===== src/rtl/bus_arbiter_rr_if.sv =====
// Request/grant bundle between the bus requesters and the round-robin arbiter.
// The arbiter takes the slave side; requesters (or a bench) take the master side.
interface bus_arbiter_rr_if #(
    parameter int CNT_W = 4
);
    logic [3:0]       req;
    logic [3:0]       gnt;
    logic             s1;
    logic             s0;
    logic             bus_valid;
    logic [CNT_W-1:0] owner_cnt;

    modport master (
        output req,
        input  gnt,
        input  s1,
        input  s0,
        input  bus_valid,
        input  owner_cnt
    );

    modport slave (
        input  req,
        output gnt,
        output s1,
        output s0,
        output bus_valid,
        output owner_cnt
    );
endinterface


===== src/rtl/bus_arbiter_rr.sv =====
// Round-robin owner selection for the 4:1 data-bus mux, with bounded tenure
// and one dead cycle between owners.
//
//   state    | meaning
//   ---------+---------------------------------------------------------------
//   ST_IDLE  | no owner; arbitrate whenever any request is present
//   ST_GRANT | source {s1,s0} owns the bus; owner_cnt counts its tenure
//   ST_TURN  | one-cycle turnaround with no owner; then arbitrate or go idle
module bus_arbiter_rr #(
    parameter int HOLD_MAX = 8,
    parameter int CNT_W    = 4
) (
    input  logic             clk,
    input  logic             rst,
    bus_arbiter_rr_if.slave  bus
);

    localparam logic [1:0] ST_IDLE  = 2'd0;
    localparam logic [1:0] ST_GRANT = 2'd1;
    localparam logic [1:0] ST_TURN  = 2'd2;

    localparam logic [CNT_W-1:0] CNT_LAST = CNT_W'(HOLD_MAX - 1);

    logic [1:0]       state;
    logic [3:0]       gnt_q;
    logic [1:0]       sel_q;
    logic [1:0]       last_q;
    logic             valid_q;
    logic [CNT_W-1:0] cnt_q;

    logic             found;
    logic [1:0]       win;
    logic [1:0]       idx;

    // Search starts just after the previous owner, so it ends up lowest priority.
    always_comb begin
        found = 1'b0;
        win   = last_q;
        idx   = last_q;
        for (int i = 1; i <= 4; i++) begin
            idx = last_q + 2'(i);
            if (!found && bus.req[idx]) begin
                found = 1'b1;
                win   = idx;
            end
        end
    end

    always_ff @(posedge clk) begin
        if (rst) begin
            state   <= ST_IDLE;
            gnt_q   <= 4'b0000;
            sel_q   <= 2'd0;
            last_q  <= 2'd3;
            valid_q <= 1'b0;
            cnt_q   <= '0;
        end else begin
            case (state)
                ST_IDLE, ST_TURN: begin
                    if (found) begin
                        state   <= ST_GRANT;
                        gnt_q   <= 4'b0001 << win;
                        sel_q   <= win;
                        last_q  <= win;
                        valid_q <= 1'b1;
                        cnt_q   <= '0;
                    end else begin
                        state   <= ST_IDLE;
                    end
                end
                ST_GRANT: begin
                    // Select stays on the old owner through TURN so d never glitches.
                    if (bus.req[sel_q] && (cnt_q < CNT_LAST)) begin
                        cnt_q   <= cnt_q + CNT_W'(1);
                    end else begin
                        state   <= ST_TURN;
                        gnt_q   <= 4'b0000;
                        valid_q <= 1'b0;
                        cnt_q   <= '0;
                    end
                end
                default: begin
                    state   <= ST_IDLE;
                    gnt_q   <= 4'b0000;
                    valid_q <= 1'b0;
                    cnt_q   <= '0;
                end
            endcase
        end
    end

    assign bus.gnt       = gnt_q;
    assign bus.s1        = sel_q[1];
    assign bus.s0        = sel_q[0];
    assign bus.bus_valid = valid_q;
    assign bus.owner_cnt = cnt_q;

endmodule


===== src/flat_wrapper.sv =====
// flat-port wrapper written by rule: the top's interface ports become plain ports
module bus_arbiter_rr_flat 
#(
    parameter int HOLD_MAX = 8,
    parameter int CNT_W    = 4
)
  (clk, rst, bus_req, bus_gnt, bus_s1, bus_s0, bus_bus_valid, bus_owner_cnt);
  bus_arbiter_rr_if #(.CNT_W(CNT_W)) bus_i ();
  input  logic clk;
  input  logic rst;
  input wire logic [$bits(bus_i.req)-1:0] bus_req;
  output wire logic [$bits(bus_i.gnt)-1:0] bus_gnt;
  output wire logic [$bits(bus_i.s1)-1:0] bus_s1;
  output wire logic [$bits(bus_i.s0)-1:0] bus_s0;
  output wire logic [$bits(bus_i.bus_valid)-1:0] bus_bus_valid;
  output wire logic [$bits(bus_i.owner_cnt)-1:0] bus_owner_cnt;
  assign bus_i.req = bus_req;
  assign bus_gnt = bus_i.gnt;
  assign bus_s1 = bus_i.s1;
  assign bus_s0 = bus_i.s0;
  assign bus_bus_valid = bus_i.bus_valid;
  assign bus_owner_cnt = bus_i.owner_cnt;
  bus_arbiter_rr #(.HOLD_MAX(HOLD_MAX), .CNT_W(CNT_W)) u_core (.clk(clk), .rst(rst), .bus(bus_i));
endmodule

===== config.mk =====
export PLATFORM = sky130hd
export DESIGN_NAME = bus_arbiter_rr_flat
export DESIGN_NICKNAME = d
export VERILOG_FILES = /design/src/rtl/bus_arbiter_rr_if.sv /design/src/rtl/bus_arbiter_rr.sv /design/src/flat_wrapper.sv
export SDC_FILE = /design/constraint.sdc
export NUM_CORES = 1
export LEC_CHECK = 0
export CORE_ASPECT_RATIO = 0.9
export CORE_MARGIN = 2
export CORE_UTILIZATION = 35
export CTS_CLUSTER_SIZE = 12
export DETAILED_ROUTE_END_ITERATION = 10
export SLEW_MARGIN = 5
export SYNTH_ARGS = -nofsm -noshare
export SYNTH_HDL_FRONTEND = slang
export SYNTH_SLANG_ARGS = --single-unit

===== constraint.sdc =====
create_clock -name clk -period 3.9 [get_ports clk]
set_input_delay 0.78 -clock clk [delete_from_list [all_inputs] [get_ports clk]]
set_output_delay 0.78 -clock clk [all_outputs]
set_load 0.05 [all_outputs]

==> results.md <==
* CP delay by family, top: buffers and inverters
* Distinct cells, synth at 32
* Flop pwr share at 0.473
* Combinational Power Share at 0.293
* Mean post-synth cell area at 10.2 µm²
* Setup crit start kind: register
* NetSw at 131 µW
* RSZ-0062 raised after global routing: false
* Drc violations at 0
* Register area share after synthesis at 0.421
* Proportion of synthesized flip-flops having asynchronous set or reset at 0
* Total power at 383 µW
* Status: finished, final reports clean
* CTS sink cnt at 15
* DIE AREA at 0.00242 mm²
* CTS tree: done
* Hold Path Class: reg -> reg
* FP Rows at 15
* Sum of buffers and inverters on the critical path at 1
* DR vias/cell at 5.09
* Hold Path Stages at 1
* Count of buffers from port buffering at 16
* PostCTS Resize Cnt at 0
* Yosys Warn Count at 0
* Cts hold-fix bufs at 0
* Clock Tree Root: clkbuf_4
* VDD IR-drop max at 0.000254 V
* Fin. Hold Viols at 0
* CP Depth at 1
* N_diodes at 0
* Setup TNS at 0 ns
* Internal power at 252 µW
* Drt pass-1 iters at 4
* R2R depth at 4
* Hpwl dp at 1050 µm
* Max Buffers Root-to-Sink at 2
* Synthesized Nets at 77
* CP max FO at 4
* Crit path kind: reg -> out
* Placer Congestion at 0.738
* Post-layout minimum cycle time at 2.29 ns
* CP peak stage delay at 0.83 ns
* Final Skew at 0.00386 ns
* Leakage at 0.000318 µW
* CTS H-tree lvls at 1
* Synthesized netlist cell count at 70
* Synthesized area at 713 µm²
* Yosys top cell by area: dfxtp_1
* Post-synth EDFFs at 0
* Slew @ Worst Pin at 0.545 ns
* Fraction of layout cells with a size suffix above 1 at 0.159
* Clock Pin Slew Worst Setup and Hold Paths at 0.09 ns
* Largest net degree at the start of global routing at 14
* Dpl ws at 1.49 ns
* Final worst slack at 1.61 ns
* Cell Pwr Density at 418 mW/mm²
* Antenna violations before repair at 0
* Final nets at 96
* Syn-to-layout area delta at 28.4%
* Core ar. at 0.00191 mm²
* # fillers at 209
* Clock share of power at 0.234
* Post-CTS Setup Bufs at 0
* Vias in the first global route at 548
* Initial Utilization at 0.373
* Worst Path Arrival at 1.51 ns
* CP max stage cell: clkdlybuf4s50_1
* I/O pins at 17
* Worst Path Required at 3.12 ns
* Final setup violation count at 0
* Synth top area share at 0.421
* Routed wire length at 1400 µm
* CTS Buf Count at 3
* Largest cells by area after synthesis: dfxtp_1 (42%), a21oi_1 (4.9%), nor2_1 (3.7%)
* Starting DRT DRC Count at 8
* Critical-path cell list: clkdlybuf4s50_1
* Fmax at 0.436 GHz
* Slew headroom at 0.637
* Most common cell in the netlist: dfxtp_1
* DR vias at 575
* Setup crit end kind: primary output
* Primary FF master, synth: dfxtp_1
* Sw Share at 0.342
* Max Cap Violations at 0
* Die Y at 46.8 µm
* DR WL/cell at 12.4 µm
* GRT overflow at 0
* Post-route ant nets at 0
* Final Max Tran Viols at 0
* Tcrit/Tclk final at 0.588
* First-pass GRT wire length at 2270 µm
* Synth Register Bits at 15
* Post-synth top cells: dfxtp_1 (15), a21oi_1 (7), nor2_1 (7)
* Die width at 51.6 µm
* Gr usage total at 0.130
* Clock Latency Late Sink at 0.28 ns
## layout by cell type (no fill, tap or decap), types with 2 or more instances in the layout
master,instances
a211oi_1,3
a21oi_1,7
mux2i_1,2
nor2b_1,3
clkbuf_4,3
o2bb2ai_1,2
dfxtp_1,15
nor3_1,3
nand2b_1,3
nor2_1,7
nand2_1,3
clkdlybuf4s50_1,16
## path summary, 6_finish.rpt
path | start | to | slack, ns
setup / recovery | u_core.bus.owner_cnt[1] | bus_owner_cnt[1] | 1.61
hold / removal | u_core.state[1] | u_core.state[1] | 0.44
setup reg to reg | u_core.last_q[1] | u_core.bus.gnt[0] | 2.32
hold reg to reg | u_core.state[1] | u_core.state[1] | 0.44
## power groups by stage
stage	Sequential, µW	Combinational (µW)	Clock [µW]
after global placement	185	112	0
after detailed placement	185	112	0
after CTS	181	113	92.5
after floorplan	211	52.6	0
after global routing	183	120	97.9
final	181	112	89.6
## final cells by class
class,count,area [µm²],area share
clock buffer,4,26.3,0.0287
tap,25,31.3,0.0342
multi-input combinational,52,394,0.430
sequential,15,300,0.328
inverter,1,3.75,0.00410
timing repair buffer,16,160,0.175
## layer usage
metal | share of wire | track usage | wire, µm
met5 | 0 | 0 | 0
met4 | 0 | 0.0474 | 0
met3 | 0.023 | 0.0382 | 32
met2 | 0.44 | 0.203 | 608
met1 | 0.54 | 0.174 | 755
## metrics by stage
step,cell area [µm²],util,cells,hold WS [ns]
after floorplan,713,-,70,0.415
after global placement,890,0.465,109,0.430
after detailed placement,890,0.465,109,0.435
after CTS,916,0.478,113,0.448
after global routing,916,0.478,113,0.462
final,916,0.478,113,0.441
## sequential cells by signal (all words and copies together), names as in the netlist
register / count
u_core.bus.gnt: 4
u_core.last_q: 2
u_core.bus.owner_cnt: 4
u_core.state: 2
u_core.bus.bus_valid: 1
u_core.sel_q: 2
## cells by family (layout without fill, tap and decap cells)
| logic type | after synthesis | in the layout | share of synthesized area |
|---|---|---|---|
| muxes | 3 | 3 | 0.0596 |
| and+or+nand+nor | 29 | 29 | 0.268 |
| DFF | 15 | 15 | 0.421 |
| AOI/OAI and AO/OA | 19 | 19 | 0.207 |
| adders and majority gates | 1 | 1 | 0.0175 |
| buffers and inverters | 3 | 21 | 0.0263 |
Note: power is estimated with default switching activity, not from simulation.
